**config.mk**
```make
export PLATFORM = sky130hd
export DESIGN_NAME = uart_tx_fifo_cfg_flat
export DESIGN_NICKNAME = d
export VERILOG_FILES = /design/src/rtl/uart_tx_fifo_cfg_if.sv /design/src/rtl/uart_tx_fifo_cfg.sv /design/src/flat_wrapper.sv
export SDC_FILE = /design/constraint.sdc
export NUM_CORES = 1
export LEC_CHECK = 0
export BUFFER_PORTS_ARGS = -buffer_cell sky130_fd_sc_hd__buf_4
export CORE_MARGIN = 1
export CORE_UTILIZATION = 45
export DETAILED_ROUTE_END_ITERATION = 12
export PLACE_DENSITY = 0.71
export SLEW_MARGIN = 30
export SYNTH_ARGS = -nofsm -noshare
export SYNTH_HDL_FRONTEND = slang
export SYNTH_SLANG_ARGS = --single-unit
```
**constraint.sdc**
```tcl
create_clock -name clk -period 9 [get_ports clk]
set_input_delay 1.8 -clock clk [delete_from_list [all_inputs] [get_ports clk]]
set_output_delay 1.8 -clock clk [all_outputs]
set_load 0.01 [all_outputs]
```
**src/rtl/uart_tx_fifo_cfg_if.sv**
```systemverilog
// Host-side write port of uart_tx_fifo_cfg: push handshake plus FIFO status.
// The host drives the master side; the transmitter implements the slave side.
interface uart_tx_fifo_cfg_if #(
  parameter int CNT_W = 5
);
  logic             wr_en;
  logic [7:0]       data_in;
  logic             fifo_full;
  logic             fifo_empty;
  logic [CNT_W-1:0] fifo_count;
  logic             overflow;

  modport master (
    output wr_en, data_in,
    input  fifo_full, fifo_empty, fifo_count, overflow
  );

  modport slave (
    input  wr_en, data_in,
    output fifo_full, fifo_empty, fifo_count, overflow
  );
endinterface

```
**src/rtl/uart_tx_fifo_cfg.sv**
```systemverilog
// Runtime-configurable UART transmitter with an integrated byte FIFO.
// Each FIFO entry becomes one frame: start, 5-8 data bits LSB first,
// optional even/odd parity, 1 or 2 stop bits. Frame settings are latched
// when the entry is popped, so input changes only affect the next frame.
// Optional feature macro: UART_TX_CTS_EN adds an active-low cts_n input
// that gates the start of new frames.
module uart_tx_fifo_cfg #(
  parameter int FIFO_DEPTH = 16,
  parameter int DIV_W      = 16
) (
  input  logic              clk,
  input  logic              rst,
  uart_tx_fifo_cfg_if.slave bus,
  input  logic [DIV_W-1:0]  baud_div,
  input  logic [1:0]        data_bits,
  input  logic              parity_en,
  input  logic              parity_odd,
  input  logic              stop2,
`ifdef UART_TX_CTS_EN
  input  logic              cts_n,
`endif
  output logic              tx,
  output logic              tx_busy
);

  localparam int CNT_W = $clog2(FIFO_DEPTH) + 1;
  localparam int PTR_W = $clog2(FIFO_DEPTH);

  typedef enum logic [2:0] {IDLE, START, DATA, PARITY, STOP} state_t;

  // FIFO storage and bookkeeping
  logic [7:0]       mem [FIFO_DEPTH];
  logic [PTR_W-1:0] wr_ptr, rd_ptr;
  logic [CNT_W-1:0] count;
  logic             full, empty, push, pop, overflow_q;

  // Frame registers
  state_t           state, state_n;
  logic [7:0]       shreg;
  logic [DIV_W-1:0] div_q, baud_cnt;
  logic [1:0]       data_bits_q;
  logic [2:0]       bit_idx, last_idx;
  logic             par_en_q, par_odd_q, stop2_q, par_acc, stop_idx;
  logic             bit_end, cts_ok, tx_n, tx_q;

  assign full     = (count == CNT_W'(FIFO_DEPTH));
  assign empty    = (count == '0);
  // A write into a full FIFO is dropped even if a pop frees a slot this cycle.
  assign push     = bus.wr_en && !full;
  assign bit_end  = (baud_cnt == div_q - DIV_W'(1));
  assign last_idx = {1'b0, data_bits_q} + 3'd4;

`ifdef UART_TX_CTS_EN
  logic [1:0] cts_sync;

  // Two-flop synchroniser for the asynchronous clear-to-send input; resets to blocked.
  always_ff @(posedge clk) begin
    if (rst) cts_sync <= 2'b11;
    else     cts_sync <= {cts_sync[0], cts_n};
  end

  assign cts_ok = ~cts_sync[1];
`else
  assign cts_ok = 1'b1;
`endif

  // FIFO write port.
  // NOTE: the storage array is deliberately not reset; the pointers and
  // occupancy counter define what is valid, and a reset array costs a mux per bit.
  always_ff @(posedge clk) begin
    if (push) mem[wr_ptr] <= bus.data_in;
  end

  // Pointer, occupancy and overflow-pulse bookkeeping.
  // NOTE: all clocked state uses non-blocking assignments so every register
  // samples pre-edge values regardless of statement order.
  always_ff @(posedge clk) begin
    if (rst) begin
      wr_ptr     <= '0;
      rd_ptr     <= '0;
      count      <= '0;
      overflow_q <= 1'b0;
    end else begin
      overflow_q <= bus.wr_en && full;
      if (push) wr_ptr <= wr_ptr + PTR_W'(1);
      if (pop)  rd_ptr <= rd_ptr + PTR_W'(1);
      case ({push, pop})
        2'b10:   count <= count + CNT_W'(1);
        2'b01:   count <= count - CNT_W'(1);
        default: count <= count;
      endcase
    end
  end

  // State register.
  always_ff @(posedge clk) begin
    if (rst) state <= IDLE;
    else     state <= state_n;
  end

  // Next-state, FIFO pop and next serial level for the current bit.
  // NOTE: every output of this block gets a default first so no path leaves
  // a signal unassigned, which would infer a latch.
  always_comb begin
    state_n = state;
    pop     = 1'b0;
    tx_n    = 1'b1;
    case (state)
      IDLE: begin
        if (!empty && cts_ok) begin
          pop     = 1'b1;
          state_n = START;
        end
      end
      START: begin
        tx_n = 1'b0;
        if (bit_end) state_n = DATA;
      end
      DATA: begin
        tx_n = shreg[0];
        if (bit_end && bit_idx == last_idx) state_n = par_en_q ? PARITY : STOP;
      end
      PARITY: begin
        tx_n = par_acc ^ par_odd_q;
        if (bit_end) state_n = STOP;
      end
      STOP: begin
        tx_n = 1'b1;
        if (bit_end && stop_idx == stop2_q) begin
          // Chain straight into the next frame when one is waiting.
          if (!empty && cts_ok) begin
            pop     = 1'b1;
            state_n = START;
          end else begin
            state_n = IDLE;
          end
        end
      end
      default: state_n = IDLE;
    endcase
  end

  // Frame datapath: latch entry and settings on pop, then time and shift bits.
  always_ff @(posedge clk) begin
    if (rst) begin
      tx_q        <= 1'b1;
      shreg       <= '0;
      div_q       <= DIV_W'(2);
      baud_cnt    <= '0;
      data_bits_q <= '0;
      bit_idx     <= '0;
      par_en_q    <= 1'b0;
      par_odd_q   <= 1'b0;
      stop2_q     <= 1'b0;
      par_acc     <= 1'b0;
      stop_idx    <= 1'b0;
    end else begin
      tx_q <= tx_n;
      if (pop) begin
        shreg       <= mem[rd_ptr];
        div_q       <= (baud_div < DIV_W'(2)) ? DIV_W'(2) : baud_div;
        data_bits_q <= data_bits;
        par_en_q    <= parity_en;
        par_odd_q   <= parity_odd;
        stop2_q     <= stop2;
        baud_cnt    <= '0;
        bit_idx     <= '0;
        par_acc     <= 1'b0;
        stop_idx    <= 1'b0;
      end else if (state != IDLE) begin
        if (bit_end) begin
          baud_cnt <= '0;
          if (state == DATA) begin
            shreg   <= shreg >> 1;
            par_acc <= par_acc ^ shreg[0];
            bit_idx <= bit_idx + 3'd1;
          end
          if (state == STOP) stop_idx <= 1'b1;
        end else begin
          baud_cnt <= baud_cnt + DIV_W'(1);
        end
      end
    end
  end

  assign tx             = tx_q;
  assign tx_busy        = (state != IDLE);
  assign bus.fifo_full  = full;
  assign bus.fifo_empty = empty;
  assign bus.fifo_count = count;
  assign bus.overflow   = overflow_q;

endmodule

```
**src/flat_wrapper.sv**
```systemverilog
// flat-port wrapper written by rule: the top's interface ports become plain ports
module uart_tx_fifo_cfg_flat 
#(
  parameter int FIFO_DEPTH = 16,
  parameter int DIV_W      = 16
)
  (clk, rst, baud_div, data_bits, parity_en, parity_odd, stop2, tx, tx_busy, bus_wr_en, bus_data_in, bus_fifo_full, bus_fifo_empty, bus_fifo_count, bus_overflow);
  uart_tx_fifo_cfg_if #(.CNT_W(($clog2(FIFO_DEPTH) + 1))) bus_i ();
  input  logic clk;
  input  logic rst;
  input  logic [DIV_W-1:0] baud_div;
  input  logic [1:0] data_bits;
  input  logic parity_en;
  input  logic parity_odd;
  input  logic stop2;
  output logic tx;
  output logic tx_busy;
  input wire logic [$bits(bus_i.wr_en)-1:0] bus_wr_en;
  input wire logic [$bits(bus_i.data_in)-1:0] bus_data_in;
  output wire logic [$bits(bus_i.fifo_full)-1:0] bus_fifo_full;
  output wire logic [$bits(bus_i.fifo_empty)-1:0] bus_fifo_empty;
  output wire logic [$bits(bus_i.fifo_count)-1:0] bus_fifo_count;
  output wire logic [$bits(bus_i.overflow)-1:0] bus_overflow;
  assign bus_i.wr_en = bus_wr_en;
  assign bus_i.data_in = bus_data_in;
  assign bus_fifo_full = bus_i.fifo_full;
  assign bus_fifo_empty = bus_i.fifo_empty;
  assign bus_fifo_count = bus_i.fifo_count;
  assign bus_overflow = bus_i.overflow;
  uart_tx_fifo_cfg #(.FIFO_DEPTH(FIFO_DEPTH), .DIV_W(DIV_W)) u_core (.clk(clk), .rst(rst), .bus(bus_i), .baud_div(baud_div), .data_bits(data_bits), .parity_en(parity_en), .parity_odd(parity_odd), .stop2(stop2), .tx(tx), .tx_busy(tx_busy));
endmodule
```
# Word level (Yosys, flattened, before mapping)
# Memory sizes are Yosys's and may differ from the RTL's. A register that Yosys moved wholly into a read port is not among the register bits.
# Cells that the tools add are included.
[classes]
add_sub_neg = 8
order_cmp = 1
eq_ne = 15
n_mux = 23
bitwise_logic = 2
reduce_logical = 17
[ops]
columns = ["operator", "n"]
rows = [
  ["$mux W16", 2],
  ["$mux W8", 4],
  ["$mux W3", 6],
  ["$add A16 B1 Y16 const B", 1],
  ["$eq A16 B16 Y1", 1],
  ["$lt A16 B2 Y1 const B", 1],
  ["$sub A16 B1 Y16 const B", 1],
  ["$pmux W3 S5", 1],
  ["$pmux W5 S2", 1],
  ["$reduce_and A3 Y1", 3],
  ["$add A4 B1 Y4 const B", 2],
  ["$mux W4", 2],
  ["$ne A2 B1 Y1 const B", 4],
  ["$reduce_bool A2 Y1", 4],
  ["$eq A3 B2 Y1 const B", 2],
  ["$add A5 B1 Y5 const B", 1],
  ["$eq A5 B5 Y1 const B", 1],
  ["$logic_not A5 Y1", 1],
  ["$mux W1", 5],
  ["$reduce_and A5 Y1", 1],
  ["$sub A5 B1 Y5 const B", 1],
  ["$logic_and A1 B1 Y1", 4],
  ["$add A2 B3 Y3 const B", 1],
  ["$add A3 B1 Y3 const B", 1],
  ["14 further kinds", 15],
]
[word_totals]
reg_bits = 68
ramBits = 128
in_bits = 32
output_inout_bits = 10
word_cells = 83
n_memories = 1
[memory_table]
columns = ["name", "depth", "word_bits", "read_ports", "rd_clocked_by_memory_dff", "write_ports", "line", "text"]
rows = [
  ["u_core.mem", 16, 8, 1, 1, 1, "uart_tx_fifo_cfg.sv:32", "logic [7:0] mem [FIFO_DEPTH];"],
]

# Logic depth before layout (Yosys ltp)
[logic_depth]
depth_word = 7
depth_mapped = 21
ltp_nobuf = 19

# Least setup slack after synthesis
# Ideal clock, no wire load.
[synth_timing]
path_kind = "flip-flop to flip-flop"
from = "reg u_core.div_q[0]"
to = "reg u_core.count[2], in the netlist u_core.bus.fifo_count[2]"
setup_ns = 0.121
arrival_time_ns = 4.223
t_required_ns = 8.879
setup_slack_ns = 4.656
path_stages_with_launch = 18
synth_period_minus_slack_ns = 4.344
path_cell_list = "dfxtp_1 > inv_1 > ha_1 > or4b_4 > or3_1 > a31oi_1 > o2111ai_1 > nor4_4 > o21ai_2 > inv_2 > buf_4 > ha_1 > clkbuf_1 > xor2_1 > ha_1 > a211oi_1 > mux2i_1 > mux2_2"
[synth_between]
elab_chain_cells = 7
word_cells_on_any_way = 9
[synth_rtl]
columns = ["element", "line", "text"]
rows = [
  ["start, declared", "uart_tx_fifo_cfg.sv:40", "logic [DIV_W-1:0] div_q, baud_cnt;"],
  ["start signal, assigned", "uart_tx_fifo_cfg.sv:161", "div_q <= (baud_div < DIV_W'(2)) ? DIV_W'(2) : baud_div;"],
  ["$sub A16 B1 Y16 (*)", "uart_tx_fifo_cfg.sv:50", "assign bit_end = (baud_cnt == div_q - DIV_W'(1));"],
  ["$eq A16 B16 Y1 (*)", "uart_tx_fifo_cfg.sv:50", ""],
  ["$logic_and A1 B1 Y1 (*)", "uart_tx_fifo_cfg.sv:129", "if (bit_end && stop_idx == stop2_q) begin"],
  ["$mux W1 (*)", "uart_tx_fifo_cfg.sv:129", ""],
  ["$pmux W1 S2 (*)", "uart_tx_fifo_cfg.sv:108", "case (state)"],
  ["net u_core.pop", "uart_tx_fifo_cfg.sv:35", "logic full, empty, push, pop, overflow_q;"],
  ["$eq A2 B1 Y1 / $eq A2 B2 Y1 (equally long branches)", "uart_tx_fifo_cfg.sv:87", "case ({push, pop})"],
  ["$pmux W5 S2 / $reduce_bool A2 Y1 (equally long branches)", "-", ""],
  ["end signal, assigned", "uart_tx_fifo_cfg.sv:88", "2'b10: count <= count + CNT_W'(1);"],
  ["end signal, assigned", "uart_tx_fifo_cfg.sv:89", "2'b01: count <= count - CNT_W'(1);"],
  ["end signal, assigned", "uart_tx_fifo_cfg.sv:90", "default: count <= count;"],
  ["end, declared", "uart_tx_fifo_cfg.sv:34", "logic [CNT_W-1:0] count;"],
]
# The timed path passes the listed nets; every way through them passes the cells marked *.
# A chain may end at the register's enable or synchronous reset.

# Final worst setup path
[layout_timing]
from = "reg u_core.div_q[0]"
to = "reg u_core.count[4], in the netlist u_core.bus.fifo_count[4]"
[layout_between]
elab_chain_cells = 7
word_cells_on_any_way = 9
[layout_rtl]
columns = ["element", "line"]
rows = [
  ["$sub A16 B1 Y16 (*)", "uart_tx_fifo_cfg.sv:50"],
  ["$eq A16 B16 Y1 (*)", "uart_tx_fifo_cfg.sv:50"],
  ["$logic_and A1 B1 Y1 (*)", "uart_tx_fifo_cfg.sv:129"],
  ["$mux W1 (*)", "uart_tx_fifo_cfg.sv:129"],
  ["$pmux W1 S2 (*)", "uart_tx_fifo_cfg.sv:108"],
  ["$eq A2 B1 Y1 / $eq A2 B2 Y1 (equally long branches)", "uart_tx_fifo_cfg.sv:87"],
  ["$pmux W5 S2 / $reduce_bool A2 Y1 (equally long branches)", "-"],
]
# Every way passes the cells marked *; elsewhere a longest branch is shown, timed or not.

==> flow_metrics.tcl <==
set metrics [dict create \
    numCtsBuffers 17 \
    grt_pass1_wl_mm 28.7 \
    fin_area_mm2 0.00982 \
    post_route_cells_drive_above_1_share_pct 19.1 \
    worstMarginPinSlew_ns 0.913 \
    ys_top_cells_by_count "edfxtp_1 (128), nor2_1 (76), dfxtp_1 (72), mux4_2 (40), nand2_1 (30)" \
    fin_crit_ns 5.17 \
    hold_depth 2 \
    synth_edf_count 128 \
    netlist_area_mm2 0.00872 \
    avgRoutedWirePerCell_um 18.7 \
    drc 0 \
    status "finished, final reports clean" \
    dp_cells 915 \
    clk_latency_ns 0.44 \
    clock-sinks 200 \
    cp.required_ns 9.38 \
    die_w_um 141 \
    areaGrowthSynthToFinish_pct 12.6 \
    io_buffers 41 \
    ant_nets 0 \
    netlist.area_leader.share_pct 44.1 \
    pwr_density_cell_mw_per_mm2 290 \
    synth_most_common_cell "edfxtp_1" \
    clock.fmax_mhz 193 \
    leakage_nw 3.40 \
    grtUsageTotal_pct 19.0 \
    fillers 1572 \
    antenna_cells 0 \
    hold_class "reg -> reg" \
    cts_max_level 4 \
    core_mm2 0.0188 \
    viasPerCell 5.63 \
    worstRegToRegCells 19 \
    synth.largest_area_cell "edfxtp_1" \
    seq_area_frac_synth_pct 60.6 \
    yosys_warnings 0 \
    grt_pass1_vias 5340 \
    drt_wl_total_mm 17.7 \
    cts_root_buf "clkbuf_16" \
    drt_iter0_drc 406 \
    syn_nets 685 \
    cp_data_arrival_time_ns 5.55 \
    die_h_um 141 \
    clk_pin_slew_ns 0.07 \
    postCtsResizedCells 0 \
    num_rows 50 \
    setup_ws_ns 3.83 \
    cts_buffer_depth 2 \
    critPathLaunchType "flip-flop" \
    synth_area_leaders "edfxtp_1 (44%), dfxtp_1 (17%), mux4_2 (10%), nor2_1 (3.3%), xnor2_1 (2.4%)" \
    critPathMaxFanout 25 \
    setup_viol 0 \
    startpoint "u_core.div_q[0]" \
    layoutNonFillerInstCount 947 \
    antenna_found_initial 0 \
    fin_crit_sh_pct 57.4 \
    synth_seq_cells 200 \
    hold_viol_final 0 \
    place.gp.congestion 0.928 \
    rsz0062_at_grt "no" \
    finClkSkew_ns 0.0113 \
    vias 5329 \
    yosysUniqueCellTypes 64 \
    setup.worst_path.end_class "flip-flop" \
    synthArstFlopShare_pct 0 \
    fin_nets 716 \
    r2r_end "u_core.bus.fifo_count[4]" \
    slew_viol_final 0 \
    synth.avg_cell_area_um2 13.6 \
    die-area_mm2 0.0199 \
    cap_violations 0 \
    overflow 0 \
    setup_tns_ns 0 \
    dr.pass1.iters 5 \
    synth_ff_type "edfxtp_1" \
    floorplan.initialDensity_pct 46.3 \
    postPlaceCellArea_mm2 0.00925 \
    dp_slack_ns 3.89 \
    ctsHoldBuffers 0 \
    ir_drop_mv 0.156 \
    grt_max_degree 42 \
    dp_hpwl_mm 11.9 \
    relSlewSlack_pct 39.1 \
    crit_type "reg -> reg" \
    r2r-start "u_core.div_q[0]" \
    cts_tree "done" \
    regToRegSetupSlack_ns 3.83 \
    cts_setup_buffers 0 \
    io-pin-count 42 \
    hold_start "u_core.shreg[7]" \
    hold-worst-slack_ns 0.484 \
    synthCells 643 \
    endpoint "u_core.bus.fifo_count[4]" \
]
-- routing by layer --
| layer | track usage, % | up-vias | wire (um) |
|---|---|---|---|
| li1 | - | 2498 | - |
| met1 | 25.8 | 2649 | 7990 |
| met2 | 30.4 | 155 | 8560 |
| met3 | 4.08 | 27 | 826 |
| met4 | 6.29 | 0 | 314 |
| met5 | 0 | - | 0 |
-- per-stage QoR --
step | utilization [%] | power (mW)
2_1_floorplan | - | 1.91
6_report | 52.1 | 2.85
3_5_place_dp | 49.1 | 2.12
5_1_grt | 52.1 | 3.00
4_1_cts | 52.1 | 2.86
3_3_place_gp | 49.1 | 2.09
-- state kept, by name (all words and copies together) (netlist names), 4 cells and up, named ones only --
| name | cells |
|---|---|
| u_core.baud_cnt | 16 |
| u_core.bus.fifo_count | 5 |
| u_core.div_q | 16 |
| u_core.mem | 128 |
| u_core.rd_ptr | 4 |
| u_core.shreg | 8 |
| u_core.wr_ptr | 4 |
-- cells by family (layout without fill, tap and decap cells) --
| family | count (synthesis) | count (layout) | synth area share [%] |
|---|---|---|---|
| fa+ha+maj | 10 | 10 | 1.44 |
| compound gates | 76 | 76 | 6.35 |
| simple gates | 199 | 199 | 11.8 |
| buf+inv | 51 | 95 | 2.35 |
| mux | 60 | 60 | 12.7 |
| flops | 200 | 200 | 60.6 |
| xor+xnor | 47 | 47 | 4.72 |
-- critical path: stages, from the launching register on --
cell and delay [ns]:
dfxtp_1 0.35, inv_1 0.07, ha_1 0.20, or4b_4 0.52, or3_1 0.32, a31oi_1 0.18, o2111ai_1 0.27, nor4_4 0.67
o21ai_2 0.40, inv_2 0.37, ha_1 0.43, xor2_1 0.20, ha_1 0.25, nand2_1 0.08, nor2_1 0.10, a21oi_1 0.05
o31ai_1 0.26, nor3b_1 0.24, a31oi_1 0.06, nand3b_1 0.09
-- placed cells by master, fill, tap and decap left out, types with 11 or more instances in the layout --
master     instances
xor2_1            23
clkbuf_16         17
a21oi_1           15
nor2_1            76
a22o_1            13
mux2i_1           18
nand2_1           30
mux4_2            40
nand3_1           11
nor3_1            16
buf_4             48
edfxtp_1         128
xnor2_1           24
dfxtp_1           71
inv_1             13
-- area by class of cell --
cell class / instances / area (um^2) / share of cell area (%)
clock inverter: 15 / 138 / 1.40
tap: 260 / 325 / 3.31
clock buffer: 17 / 425 / 4.33
sequential: 200 / 5290 / 53.8
inverter: 15 / 56.3 / 0.574
timing repair buffer: 48 / 360 / 3.67
multi-input combinational: 392 / 3230 / 32.9
-- report_power, final --
group	switching [mW]	internal, mW	total, mW	leakage (nW)
clock network	0.356	0.388	0.743	0.279
registers	0.126	1.08	1.20	1.74
logic	0.497	0.409	0.906	1.38
-- worst min-delay path by stage --
stage	to	slack (ns)
after CTS	u_core.shreg[7]	0.49
final	u_core.shreg[7]	0.48
after floorplan	u_core.shreg[7]	0.45
after detailed placement	u_core.shreg[7]	0.49
after global routing	u_core.shreg[7]	0.53
after global placement	u_core.shreg[7]	0.47
(Power assumes the default switching activity.)
